**src/rtl/iter_divider_pkg.sv**
```systemverilog
// Shared definitions for the iterative divider.
// Holds the operand width, result width, div_op bit positions and the FSM
// state encoding used by the divider and its handshake interface.
package iter_divider_pkg;

    localparam int DIV_DW        = 32;
    localparam int DIV_RESULT_WD = 2 * DIV_DW;

    // Bit positions within div_op. When both bits are set, the op is
    // treated as signed.
    localparam int DIV_OP_SIGNED   = 0;
    localparam int DIV_OP_UNSIGNED = 1;

    typedef enum logic [1:0] {
        ST_IDLE = 2'd0,
        ST_BUSY = 2'd1,
        ST_DONE = 2'd2
    } div_state_e;

endpackage

```
**src/rtl/iter_divider_if.sv**
```systemverilog
// EXE-stage divide handshake.
//   master (EXE)    : drives div_op, dividend, divisor, div_in_valid, div_out_ready
//   slave  (divider): drives div_in_ready, div_result, div_out_valid
// div_result = {remainder, quotient}. The upper half goes to HI and the
// lower half goes to LO.
interface iter_divider_if
    import iter_divider_pkg::*;
    #(parameter int DW = DIV_DW) ();

    logic [1:0]      div_op;
    logic [DW-1:0]   dividend;
    logic [DW-1:0]   divisor;
    logic            div_in_valid;
    logic            div_in_ready;
    logic [2*DW-1:0] div_result;
    logic            div_out_valid;
    logic            div_out_ready;

    modport master (
        output div_op, dividend, divisor, div_in_valid, div_out_ready,
        input  div_in_ready, div_result, div_out_valid
    );

    modport slave (
        input  div_op, dividend, divisor, div_in_valid, div_out_ready,
        output div_in_ready, div_result, div_out_valid
    );

endinterface

```
**src/rtl/iter_divider_div_step.sv**
```systemverilog
// One combinational restoring-division step.
//   rem_i     : partial remainder (always less than the divisor)
//   bit_i     : next dividend bit, shifted into the bottom of the remainder
//   divisor_i : divisor magnitude, DW+1 bits
//   rem_o     : updated partial remainder
//   q_o       : quotient bit produced by this step
module div_step #(
    parameter int DW = 32
) (
    input  logic [DW-1:0] rem_i,
    input  logic          bit_i,
    input  logic [DW:0]   divisor_i,
    output logic [DW-1:0] rem_o,
    output logic          q_o
);

    logic [DW:0] shifted;
    logic [DW:0] diff;

    // rem_i < divisor_i <= 2^DW, so the shifted value fits in DW+1 bits.
    // After either the subtract or the restore, the result is again below
    // the divisor and fits in DW bits.
    assign shifted = {rem_i, bit_i};
    assign q_o     = (shifted >= divisor_i);
    assign diff    = shifted - divisor_i;
    assign rem_o   = q_o ? diff[DW-1:0] : shifted[DW-1:0];

endmodule

```
**src/rtl/iter_divider.sv**
```systemverilog
// Multi-cycle radix-2 restoring divider. It is the responder on the EXE
// divide handshake.
//   clk   : rising-edge clock
//   reset : synchronous, active-high reset
//   bus   : slave side of iter_divider_if (request in, {rem, quot} out)
// The divider accepts a request in IDLE, runs DW steps in BUSY, and then
// holds the sign-corrected result in DONE until div_out_ready is seen.
module iter_divider
    import iter_divider_pkg::*;
    #(parameter int DW = DIV_DW) (
    input  logic         clk,
    input  logic         reset,
    iter_divider_if.slave bus
);

    localparam int            CW   = $clog2(DW);
    localparam logic [CW-1:0] LAST = CW'(DW - 1);

    div_state_e      state_q, state_d;
    logic [CW-1:0]   count_q, count_d;
    logic [DW-1:0]   rem_q, rem_d;       // partial remainder
    logic [DW-1:0]   dvd_q, dvd_d;       // dividend bits out, quotient bits in
    logic [DW:0]     dsr_q, dsr_d;       // divisor magnitude
    logic            q_neg_q, q_neg_d;
    logic            r_neg_q, r_neg_d;
    logic [2*DW-1:0] result_q, result_d;

    logic            is_signed, op_valid, a_neg, b_neg;
    logic [DW-1:0]   step_rem, q_raw;
    logic            step_q;

    div_step #(.DW(DW)) u_step (
        .rem_i     (rem_q),
        .bit_i     (dvd_q[DW-1]),
        .divisor_i (dsr_q),
        .rem_o     (step_rem),
        .q_o       (step_q)
    );

    always_comb begin
        // NOTE: every signal gets a default before the case statement, so
        // paths that do not assign it cannot infer a latch.
        state_d  = state_q;
        count_d  = count_q;
        rem_d    = rem_q;
        dvd_d    = dvd_q;
        dsr_d    = dsr_q;
        q_neg_d  = q_neg_q;
        r_neg_d  = r_neg_q;
        result_d = result_q;

        is_signed = bus.div_op[DIV_OP_SIGNED];
        op_valid  = bus.div_op[DIV_OP_SIGNED] | bus.div_op[DIV_OP_UNSIGNED];
        a_neg     = is_signed & bus.dividend[DW-1];
        b_neg     = is_signed & bus.divisor[DW-1];
        q_raw     = {dvd_q[DW-2:0], step_q};

        unique case (state_q)
            ST_IDLE: begin
                if (bus.div_in_valid && op_valid) begin
                    state_d = ST_BUSY;
                    count_d = '0;
                    rem_d   = '0;
                    dvd_d   = a_neg ? -bus.dividend : bus.dividend;
                    dsr_d   = {1'b0, (b_neg ? -bus.divisor : bus.divisor)};
                    // Divide by zero gives an all-ones quotient regardless of
                    // sign. The remainder magnitude negates back to the raw
                    // dividend.
                    q_neg_d = (a_neg ^ b_neg) & (bus.divisor != '0);
                    r_neg_d = a_neg;
                end
            end
            ST_BUSY: begin
                rem_d   = step_rem;
                dvd_d   = q_raw;
                count_d = count_q + 1'b1;
                if (count_q == LAST) begin
                    state_d  = ST_DONE;
                    result_d = {(r_neg_q ? -step_rem : step_rem),
                                (q_neg_q ? -q_raw    : q_raw)};
                end
            end
            ST_DONE: begin
                if (bus.div_out_ready) begin
                    state_d = ST_IDLE;
                end
            end
            default: state_d = ST_IDLE;
        endcase
    end

    always_ff @(posedge clk) begin
        // NOTE: state registers use non-blocking assignments, so every
        // register samples its pre-edge value.
        if (reset) begin
            state_q  <= ST_IDLE;
            count_q  <= '0;
            rem_q    <= '0;
            dvd_q    <= '0;
            dsr_q    <= '0;
            q_neg_q  <= 1'b0;
            r_neg_q  <= 1'b0;
            result_q <= '0;
        end else begin
            state_q  <= state_d;
            count_q  <= count_d;
            rem_q    <= rem_d;
            dvd_q    <= dvd_d;
            dsr_q    <= dsr_d;
            q_neg_q  <= q_neg_d;
            r_neg_q  <= r_neg_d;
            result_q <= result_d;
        end
    end

    assign bus.div_in_ready  = (state_q == ST_IDLE);
    assign bus.div_out_valid = (state_q == ST_DONE);
    assign bus.div_result    = result_q;

endmodule

```
**src/flat_wrapper.sv**
```systemverilog
// flat-port wrapper written by rule: the top's interface ports become plain ports
module iter_divider_flat import iter_divider_pkg::*;
#(parameter int DW = DIV_DW)
  (clk, reset, bus_div_op, bus_dividend, bus_divisor, bus_div_in_valid, bus_div_out_ready, bus_div_in_ready, bus_div_result, bus_div_out_valid);
  iter_divider_if #(.DW(DW)) bus_i ();
  input  logic clk;
  input  logic reset;
  input wire logic [$bits(bus_i.div_op)-1:0] bus_div_op;
  input wire logic [$bits(bus_i.dividend)-1:0] bus_dividend;
  input wire logic [$bits(bus_i.divisor)-1:0] bus_divisor;
  input wire logic [$bits(bus_i.div_in_valid)-1:0] bus_div_in_valid;
  input wire logic [$bits(bus_i.div_out_ready)-1:0] bus_div_out_ready;
  output wire logic [$bits(bus_i.div_in_ready)-1:0] bus_div_in_ready;
  output wire logic [$bits(bus_i.div_result)-1:0] bus_div_result;
  output wire logic [$bits(bus_i.div_out_valid)-1:0] bus_div_out_valid;
  assign bus_i.div_op = bus_div_op;
  assign bus_i.dividend = bus_dividend;
  assign bus_i.divisor = bus_divisor;
  assign bus_i.div_in_valid = bus_div_in_valid;
  assign bus_i.div_out_ready = bus_div_out_ready;
  assign bus_div_in_ready = bus_i.div_in_ready;
  assign bus_div_result = bus_i.div_result;
  assign bus_div_out_valid = bus_i.div_out_valid;
  iter_divider #(.DW(DW)) u_core (.clk(clk), .reset(reset), .bus(bus_i));
endmodule
```
**config.mk**
```make
export PLATFORM = sky130hd
export DESIGN_NAME = iter_divider_flat
export DESIGN_NICKNAME = d
export VERILOG_FILES = /design/src/rtl/iter_divider_pkg.sv /design/src/rtl/iter_divider_if.sv /design/src/rtl/iter_divider_div_step.sv /design/src/rtl/iter_divider.sv /design/src/flat_wrapper.sv
export SDC_FILE = /design/constraint.sdc
export NUM_CORES = 1
export LEC_CHECK = 0
export CORE_UTILIZATION = 51
export DETAILED_ROUTE_END_ITERATION = 10
export PLACE_DENSITY = 0.81
export SYNTH_ARGS = -nofsm -noshare
export SYNTH_HDL_FRONTEND = slang
export SYNTH_HIERARCHICAL = 1
export SYNTH_SLANG_ARGS = --single-unit
```
**constraint.sdc**
```tcl
create_clock -name clk -period 4.4 [get_ports clk]
set_input_delay 0.88 -clock clk [delete_from_list [all_inputs] [get_ports clk]]
set_output_delay 0.88 -clock clk [all_outputs]
set_load 0.01 [all_outputs]
```
==> reports/results.ini <==
[clocking]
clockBufferDepth=2
clk_root_buffer_cell=sky130_fd_sc_hd__clkbuf_16
ctsHoldBuffers=0
tritoncts_num_sinks=169
clock_insertion_delay_worst_skew_ns=0.43
htreeDepth=4
clk_pin_slew_ns=0.07
cts_tree=yes
cts_buffers=17

[global_routing]
antenna_violations_before_repair=0
grt_usage_pct=29.7
grt_overflow=0
first_global_vias=10900
maximum_number_of_pins_on_one_net_before_global_route_repair=113
grt_pass1_wl_um=56500

[sta]
fmaxAchievable_mhz=233
fin_tns_setup_ns=0
timing.max_slew.rel_slack_pct=24.0
finalMaxSlewViolations=0
layout_min_cycle_time_ns=4.30
setup-violations-final=0
final_report_hold_violation_count=0
worst-slew-pin-transition_ns=1.14
finalHoldWorstSlack_ns=0.460
fin_worst_skew_ns=0.0109
layout_worst_path_cycle_share_pct=97.7

[logic_synthesis]
synthDominantAreaCellType=sky130_fd_sc_hd__dfxtp_1
ys_seq_elements=169
synth_flop_cell=sky130_fd_sc_hd__dfxtp_1
share_of_synthesized_registers_carrying_an_async_set_or_reset_pct=0
average_footprint_of_a_synthesized_cell_sq_um=7.72
synth_instances=1498
yosys_warnings=6
syn_nets=1608
post-synth-top-area-fraction_pct=29.2
synth_cell_type_count=86
synth_enable_flop_cells=0
yosysSeqAreaShare_pct=29.2
synth_area_sq_um=11600
synth_area_leaders=sky130_fd_sc_hd__dfxtp_1 29%, sky130_fd_sc_hd__xor2_1 4.9%, sky130_fd_sc_hd__a21oi_1 4.9%

[routing]
avgRoutedWirePerCell_um=18.1
detailedRoute.firstIterationViolations=1336
drt-pass1-iter-count=9
drcViolationCount=12
totalWireLength_um=35700
detail-route-antenna-nets=0
route.vias.total=12200
via_per_inst=6.16

[cells_and_area]
mostFrequentLayoutCells=168 x sky130_fd_sc_hd__dfxtp_1, 146 x sky130_fd_sc_hd__nand2_1, 136 x sky130_fd_sc_hd__nor2_1
insertedDiodeCount=0
final_common_cell=sky130_fd_sc_hd__dfxtp_1
post_route_cells_drive_above_1_share_pct=14.0
layout.nets=1792
area_delta_synth_final_pct=26.7
final_area_sq_um=14700

[die]
total_number_of_placement_rows=54
die-height_um=153
effective_utilization_at_floorplan_pct=52.5
die-area_sq_um=23300
floorplan.core_area_sq_um=22000
die-width_um=153
boundaryPins=136

[power_and_ir_drop]
clock_power_share_pct=38.5
power_frac_comb_pct=24.2
power.share.switching_pct=29.8
max-vdd-ir-drop_v=0.000266
cellInternalPower_mw=3.11
p_leak_nw=5.44
power_mw=4.43
power_frac_seq_pct=37.3
power.switching_mw=1.32
power_density_nw_per_um2=302

[critical_path]
worst_r2r_startpoint=u_core/dsr_q[10]
cp.required_ns=4.72
timing.critical_path.cells=inv_1 > ha_1 > a21o_1 > a31oi_1 > nor2_1 > a211oi_2 > buf_4 > a21oi_4 > o31ai_4 > buf_12 > buf_4 > inv_2 > mux2_1 > or2_2 > or3_4 > nor4_4 > buf_4 > nor3_1 > a311o_1
critical_path_arrival_ns=4.62
critical_path.n_buffers_inverters=6
worst_setup_path_start_kind=register
timing.critical_path.slowest_cell_delay_ns=0.42
setup.worst_path.start=u_core/dsr_q[10]
setup.worst_path.end_class=register
critical_path_fanout_max=10
master_of_the_slowest_instance_on_the_critical_path=sky130_fd_sc_hd__or3_4
timing.critical_path.mode_cell=sky130_fd_sc_hd__buf_4
timing.critical_path.max_delay_family=compound AO/OA/AOI/OAI gates
category_of_the_most_critical_setup_path=register to register

[worst_hold_path]
hold_path_class=register to register
min_from=u_core/bus.div_result[32]

[placement]
dpl.hpwl_um=26000
port_buffers=135
post_dp_cell_area_sq_um=13800
globalplace.congestion=0.943

[run]
cap_viol_max_count=0

[status]
run_status=complete, but fails checks
failed_checks=DRC

-- final cells by class --
type | instances | area [sq um]
Sequential cell | 169 | 3380
Inverter | 53 | 199
Clock buffer | 20 | 437
Timing Repair Buffer | 267 | 2360
Tap cell | 280 | 350
Multi-Input combinational cell | 1174 | 7720
Clock inverter | 11 | 218
Fill cell | 1846 | 7360
-- stage by stage --
| stage | instances | setup slack, ns | util (%) |
|---|---|---|---|
| floorplan | 1498 | 0.201 | - |
| global placement | 1933 | -0.0652 | 62.5 |
| detailed placement | 1933 | -0.116 | 62.5 |
| CTS | 1966 | 0.0611 | 65.7 |
| global route | 1974 | -0.0422 | 66.6 |
| finish | 1974 | 0.0998 | 66.6 |
-- kinds of logic after synthesis --
group,Yosys count,share of synthesized area (%)
other cells,1,0.0324
fa+ha+maj,40,4.39
mux,18,1.60
xor+xnor,111,8.40
compound gates,450,26.3
simple gates,552,24.5
buf+inv,157,5.58
flops,169,29.2
-- synth_stat cells (all sizes together) (39+ instances only) --
cell type,n
xor2,65
xnor2,46
o21ai,75
clkbuf,78
a21oi,113
inv,52
a211oi,75
nand2,148
dfxtp,169
ha,39
nand3,64
nor2,137
-- power groups by stage --
| stage | Combinational (mW) | Sequential, mW | Clock (mW) |
|---|---|---|---|
| 2_1_floorplan | 0.666 | 1.65 | 0 |
| 4_1_cts | 1.01 | 1.65 | 1.71 |
| 3_3_place_gp | 0.988 | 1.68 | 0 |
| 3_5_place_dp | 1.00 | 1.68 | 0 |
| 5_1_grt | 1.16 | 1.66 | 1.78 |
| 6_report | 1.07 | 1.65 | 1.71 |
-- registers in the layout, summed over array words and instances (netlist names) --
signal / count
u_core/q_neg_q: 1
u_core/bus.div_result: 64
u_core/dvd_q: 32
u_core/count_q: 5
u_core/dsr_q: 32
u_core/rem_q: 32
u_core/r_neg_q: 1
u_core/state_q: 2
-- what timing repair did --
item | 4_1_cts | 5_1_grt
setup buffers | 1 | 7
gates resized for setup | 4 | 27
gates cloned | 1 | 1
pin swaps | 1 | 14
setup endpoints to repair | 18 | 20
-- worst paths after layout --
check             slack [ns]                        end  depth (start not counted)
hold / removal          0.46  u_core/bus.div_result[32]                          2
hold reg to reg         0.46  u_core/bus.div_result[32]                          2
setup reg to reg         0.1  u_core/bus.div_result[57]                         19
setup / recovery         0.1  u_core/bus.div_result[57]                         19
-- per-layer routing --
layer,GRT usage (%),share of wire [%],wire (um),vias to the layer above
li1,-,-,-,5871
met1,43.5,47,16700,5671
met2,44.7,43,15400,578
met3,4.61,8.7,3100,39
met4,8.03,1.4,494,0
met5,0,0,0,-
-- worst register-to-register path: stages (launching register included) --
cell and delay, ns:
sky130_fd_sc_hd__dfxtp_1 0.33, sky130_fd_sc_hd__inv_1 0.05, sky130_fd_sc_hd__ha_1 0.28, sky130_fd_sc_hd__a21o_1 0.20, sky130_fd_sc_hd__a31oi_1 0.24, sky130_fd_sc_hd__nor2_1 0.09, sky130_fd_sc_hd__a211oi_2 0.17, sky130_fd_sc_hd__buf_4 0.18
sky130_fd_sc_hd__a21oi_4 0.10, sky130_fd_sc_hd__o31ai_4 0.30, sky130_fd_sc_hd__buf_12 0.16, sky130_fd_sc_hd__buf_4 0.12, sky130_fd_sc_hd__inv_2 0.04, sky130_fd_sc_hd__mux2_1 0.32, sky130_fd_sc_hd__or2_2 0.31, sky130_fd_sc_hd__or3_4 0.42
sky130_fd_sc_hd__nor4_4 0.38, sky130_fd_sc_hd__buf_4 0.18, sky130_fd_sc_hd__nor3_1 0.04, sky130_fd_sc_hd__a311o_1 0.27
(Power assumes the default switching activity.)
